==> src/rtl/jtopl_timer_bank.sv <==
// jtopl_timer_bank: bank of NTIMER up-counting OPL-style timers.
// Each timer has its own prescaler (2^(PRE0+PRESTEP*i) zero pulses per tick),
// reload value, one-shot/auto-reload mode and flag mask. The sticky flags are
// combined into an active-low interrupt request.
module jtopl_timer_bank #(
  parameter int NTIMER  = 2,
  parameter int CW      = 8,
  parameter int PRE0    = 2,
  parameter int PRESTEP = 2
) (
  input  logic                 clk,
  input  logic                 rst,
  input  logic                 cen,
  input  logic                 zero,
  input  logic [NTIMER*CW-1:0] value,
  input  logic [NTIMER-1:0]    load,
  input  logic [NTIMER-1:0]    oneshot,
  input  logic [NTIMER-1:0]    mask,
  input  logic [NTIMER-1:0]    clr_flag,
  input  logic                 clr_all,
  output logic [NTIMER-1:0]    flag,
  output logic [NTIMER-1:0]    overflow,
  output logic [NTIMER-1:0]    done,
  output logic                 irq_n
);

  // Prescaler storage is sized for the slowest timer; each timer only uses
  // its own low PW bits (the rest stay zero through the mask).
  localparam int PWM = PRE0 + PRESTEP * (NTIMER - 1) + 1;
  localparam logic [PWM-1:0] P_ONE = PWM'(1);
  localparam logic [CW-1:0]  C_ONE = CW'(1);

  // After reset the load edge detector needs one cen cycle to sample the
  // current load level, so a load held high across reset is not an edge.
  logic r_primed;

  // Edge-detector priming flag.
  always_ff @(posedge clk or posedge rst) begin
    if (rst) begin
      r_primed <= 1'b0;
    end else if (cen) begin
      r_primed <= 1'b1;
    end
  end

  generate
    for (genvar gi = 0; gi < NTIMER; gi++) begin : g_tmr
      localparam int PW = PRE0 + PRESTEP * gi;
      localparam logic [PWM-1:0] PMASK = PWM'((64'd1 << PW) - 64'd1);

      logic [CW-1:0]  r_cnt;
      logic [PWM-1:0] r_pre;
      logic           r_load_d;
      logic           r_arm;
      logic           r_flag;
      logic           r_ovf;
      logic           r_done;

      logic [CW-1:0]  w_value;
      logic           w_rise;
      logic           w_run;
      logic           w_tick;
      logic           w_wrap;
      logic           w_set;
      logic           w_clr;

      assign w_value = value[gi*CW +: CW];
      assign w_rise  = r_primed & load[gi] & ~r_load_d;
      // r_arm is only set by a genuine load edge, so a timer never runs on
      // a load level that was already high when reset was released.
      assign w_run   = r_arm & load[gi] & ~r_done & ~w_rise;
      assign w_tick  = w_run & zero & ((r_pre & PMASK) == PMASK);
      assign w_wrap  = w_tick & (&r_cnt);
      assign w_set   = w_wrap & ~mask[gi];
      assign w_clr   = clr_flag[gi] | clr_all;

      // Counter, prescaler, one-shot state and overflow pulse of timer gi.
      always_ff @(posedge clk or posedge rst) begin
        if (rst) begin
          r_cnt    <= '0;
          r_pre    <= '0;
          r_load_d <= 1'b0;
          r_arm    <= 1'b0;
          r_ovf    <= 1'b0;
          r_done   <= 1'b0;
        end else if (cen) begin
          r_load_d <= load[gi];
          r_ovf    <= w_wrap;
          if (w_rise) begin
            r_cnt  <= w_value;
            r_pre  <= '0;
            r_done <= 1'b0;
            r_arm  <= 1'b1;
          end else if (w_run && zero) begin
            r_pre <= (r_pre + P_ONE) & PMASK;
            if (w_tick) begin
              if (&r_cnt) begin
                // value is sampled here, so late writes take effect now
                r_cnt <= w_value;
                if (oneshot[gi]) begin
                  r_done <= 1'b1;
                end
              end else begin
                r_cnt <= r_cnt + C_ONE;
              end
            end
          end
        end
      end

      // Sticky flag: a new overflow beats a simultaneous clear.
      always_ff @(posedge clk or posedge rst) begin
        if (rst) begin
          r_flag <= 1'b0;
        end else if (cen) begin
          if (w_set) begin
            r_flag <= 1'b1;
          end else if (w_clr) begin
            r_flag <= 1'b0;
          end
        end
      end

      assign flag[gi]     = r_flag;
      assign overflow[gi] = r_ovf;
      assign done[gi]     = r_done;
    end
  endgenerate

  assign irq_n = ~|flag;

endmodule
==> config.mk <==
export PLATFORM = sky130hd
export DESIGN_NAME = jtopl_timer_bank
export DESIGN_NICKNAME = d
export VERILOG_FILES = /design/src/rtl/jtopl_timer_bank.sv
export SDC_FILE = /design/constraint.sdc
export NUM_CORES = 1
export LEC_CHECK = 0
export BUFFER_PORTS_ARGS = -buffer_cell sky130_fd_sc_hd__buf_2
export CAP_MARGIN = 0
export CORE_ASPECT_RATIO = 1.75
export CORE_MARGIN = 2
export CORE_UTILIZATION = 35
export CTS_BUF_LIST = sky130_fd_sc_hd__clkbuf_4 sky130_fd_sc_hd__clkbuf_8 sky130_fd_sc_hd__clkbuf_16
export DETAILED_ROUTE_END_ITERATION = 12
export GPL_ROUTABILITY_DRIVEN = 0
export SLEW_MARGIN = 20
export SYNTH_ARGS = -nofsm -noshare
export SYNTH_HDL_FRONTEND = slang
export SYNTH_SLANG_ARGS = --single-unit
export TNS_END_PERCENT = 5
==> constraint.sdc <==
create_clock -name clk -period 2.3 [get_ports clk]
set_input_delay 0.345 -clock clk [delete_from_list [all_inputs] [get_ports clk]]
set_output_delay 0.345 -clock clk [all_outputs]
set_load 0.02 [all_outputs]
==> run summary <==
Final Util = 0.424
Starting Density = 0.366
Drt wl/cell = 14.7 um
P&R area growth vs syn = 15.9%
Critical-path top delay cell = o21ai_1
Detail Route Antenna Nets = 0
CP top delay family = compound AO/OA/AOI/OAI gates
CP endpoint kind = flop
Worst r2r path cells = 5
Seq/Total Area, Yosys = 0.450
Clock Latency Late Sink = 0.28 ns
Critical path buffers and inverters = 0
Rows = 34
Worst Slack Setup Final = 0.631 ns
NumNets Final = 265
Fin. Hold Viols = 0
Failing checks = DRC
Startpoint Class = flop
PD cells = 850 mW/mm2
Overflow after GRT = 0
Synth Area per Inst = 9.18 um2
Die Ht = 99.8 um
CTS sink cnt = 33
Post-Route Skew = 0.00411 ns
# port buffers = 35
CTS root buffer = clkbuf_8
Layout Cells excl Fill = 287
Initial drt markers = 80
Die Width = 58.8 um
Required @ worst endpoint = 2.47 ns
Initial antenna violation count = 0
Dpl ws = 0.559 ns
TritonRoute pass-1 iters = 8
Worst-path fanout max = 6
RSZ-0062 raised after global routing = false
Area of the die = 0.00587 mm2
Post-DP HPWL = 3280 um
Final min period = 1.67 ns
CP Cell Sequence = ha_1 > nand4_1 > o21ai_1 > nand3_1 > a221o_1
Max-slew headroom = 0.641
Yosys warnings = 0
CTS max path bufs = 2
Worst EP arrival = 1.84 ns
Vias in the first global route = 1653
Number of synthesized register bits = 33
Status = finished with violations
Worst-Margin Slew = 0.539 ns
Cells after DPL = 279
Tot Pwr = 1.81 mW
VDD IR-drop max = 0.476 mV
Max Fclk = 599 MHz
Largest stage delay on the critical path = 0.39 ns
Primary FF master, synth = dfrtp_1
Post-CTS Hold Fix Bufs = 0
Distinct cells, synth = 45
Setup-failing EPs final = 0
H-tree levels = 2
Max cap viols = 0
Vias per cell = 5.61
Mapped Area = 0.00184 mm2
Setup Crit Path Kind = flop to flop
Inserted Clock Buffers = 5
Synth async-reset ratio = 1.00
Tightest Hold Check Type = input port to async pin
Diode count = 0
Number of gates resized after cts = 0
Fillcell total = 534
Flop2flop setup slack = 0.63 ns
Total GRT Usage = 0.161
Setup TNS = 0 ns
Routed Wire Length = 4230 um
Pins over their slew limit = 0
First-pass GRT wire length = 7290 um
Clk slew on worst S/H paths = 0.07 ns
Syn Nets = 233
Number of synthesized flops with an enable pin = 0
# Post-CTS Setup Buffers = 0
Clock tree from TritonCTS = built
Syn Inst Count = 200
Share of cells above drive strength 1 = 0.223
P_leak = 0.953 nW
Residual DRC = 3
Core area = 0.00502 mm2
Final period util = 0.726
R2R Path End = g_tmr[1].r_cnt[6]
Worst R2R Start = g_tmr[1].r_pre[0]
Vias = 1609
Top Ports = 36
Largest net degree at the start of global routing = 34
[cells by family after synthesis]
| logic type | after synthesis | share of synthesized area |
|---|---|---|
| simple gates | 76 | 0.227 |
| compound gates | 64 | 0.213 |
| flops | 33 | 0.450 |
| buf+inv | 18 | 0.0565 |
| fa+ha+maj | 4 | 0.0272 |
| mux | 3 | 0.0170 |
| xor+xnor | 2 | 0.00954 |
[registers in the layout, indices dropped and copies added, names as in the netlist]
register and count:
g_tmr.r_cnt 16, g_tmr.r_pre 6, g_tmr.r_done 2, r_primed 1, g_tmr.r_flag 2, g_tmr.r_load_d 2, g_tmr.r_ovf 2, g_tmr.r_arm 2
[layout make-up]
type / count / area (um2) / area share
Inverter: 7 / 26.3 / 0.0123
Tap cell: 54 / 67.6 / 0.0317
Clock buffer: 7 / 90.1 / 0.0423
Timing Repair Buffer: 36 / 183 / 0.0858
Multi-Input combinational cell: 149 / 907 / 0.426
Sequential cell: 33 / 826 / 0.388
Clock inverter: 1 / 30.0 / 0.0141
[per-stage QoR]
step,hold WS (ns),cell area [um2]
floorplan,0.437,1840
global placement,0.458,2010
detailed placement,0.465,2010
CTS,0.154,2130
global route,0.181,2130
finish,0.142,2130
[worst min-delay path: cells and delay by family]
kind | cells | cell delay [ns]
buffers and inverters | 3 | 0.51
[layer usage]
metal / track usage / up-vias / wire (um)
li1: - / 797 / -
met1: 0.173 / 770 / 1620
met2: 0.290 / 34 / 2330
met3: 0.0335 / 8 / 174
met4: 0.0734 / 0 / 95
met5: 0 / - / 0
[power breakdown]
group,switching [mW],internal (mW),total [mW]
combinational,0.202,0.180,0.382
clock,0.202,0.365,0.567
sequential,0.152,0.710,0.862
total,0.556,1.25,1.81
[cells in the mapped netlist, types with 2 or more instances]
cell type	number	area, um2
nor3b_1	2	15.0
nor3_1	5	25.0
nand3_1	11	55.1
o21ai_1	7	35.0
nor2_1	10	37.5
o2bb2ai_1	4	35.0
a22oi_1	2	15.0
nor4_1	4	25.0
nand4b_1	4	35.0
buf_4	7	52.6
nand4_1	3	18.8
o21a_1	2	15.0
ha_1	4	50.1
nand2_1	18	67.6
a21o_1	2	15.0
inv_1	7	26.3
buf_2	2	10.0
o21ai_2	2	17.5
mux2i_1	2	20.0
a221o_1	2	20.0
dfrtp_1	33	826
o21ai_0	21	105
and3b_1	2	17.5
o22ai_1	2	12.5
nand2b_1	3	18.8
a31o_2	2	17.5
xor2_1	2	17.5
a21oi_1	14	70.1
and2_1	2	12.5
and3_1	4	25.0
[cells in the final DEF (no fill, tap or decap), drive strengths merged, types with 2 or more instances in the layout]
| master | count |
|---|---|
| a21o | 2 |
| a21oi | 14 |
| a221o | 2 |
| a22oi | 2 |
| a31o | 2 |
| and2 | 2 |
| and3 | 4 |
| and3b | 2 |
| buf | 36 |
| clkbuf | 7 |
| dfrtp | 33 |
| ha | 4 |
| inv | 7 |
| mux2i | 2 |
| nand2 | 19 |
| nand2b | 3 |
| nand3 | 11 |
| nand4 | 3 |
| nand4b | 4 |
| nor2 | 10 |
| nor3 | 5 |
| nor3b | 2 |
| nor4 | 4 |
| o21a | 2 |
| o21ai | 30 |
| o22ai | 2 |
| o2bb2ai | 4 |
| or4 | 2 |
| xor2 | 2 |
[how the worst max path moves through the flow]
stage                 startpoint                end  slack (ns)  cells after the start
2_1_floorplan  g_tmr[1].r_cnt[0]    g_tmr[1].r_done        0.83                      5
3_3_place_gp                 cen  g_tmr[1].r_cnt[6]        0.59                      5
3_5_place_dp                 cen  g_tmr[1].r_cnt[6]        0.56                      5
4_1_cts        g_tmr[1].r_pre[0]  g_tmr[1].r_cnt[6]        0.62                      5
5_1_grt        g_tmr[1].r_cnt[0]    g_tmr[1].r_flag        0.51                      5
6_report       g_tmr[1].r_pre[0]  g_tmr[1].r_cnt[6]        0.63                      5
Power figures use the tool's default switching activity.
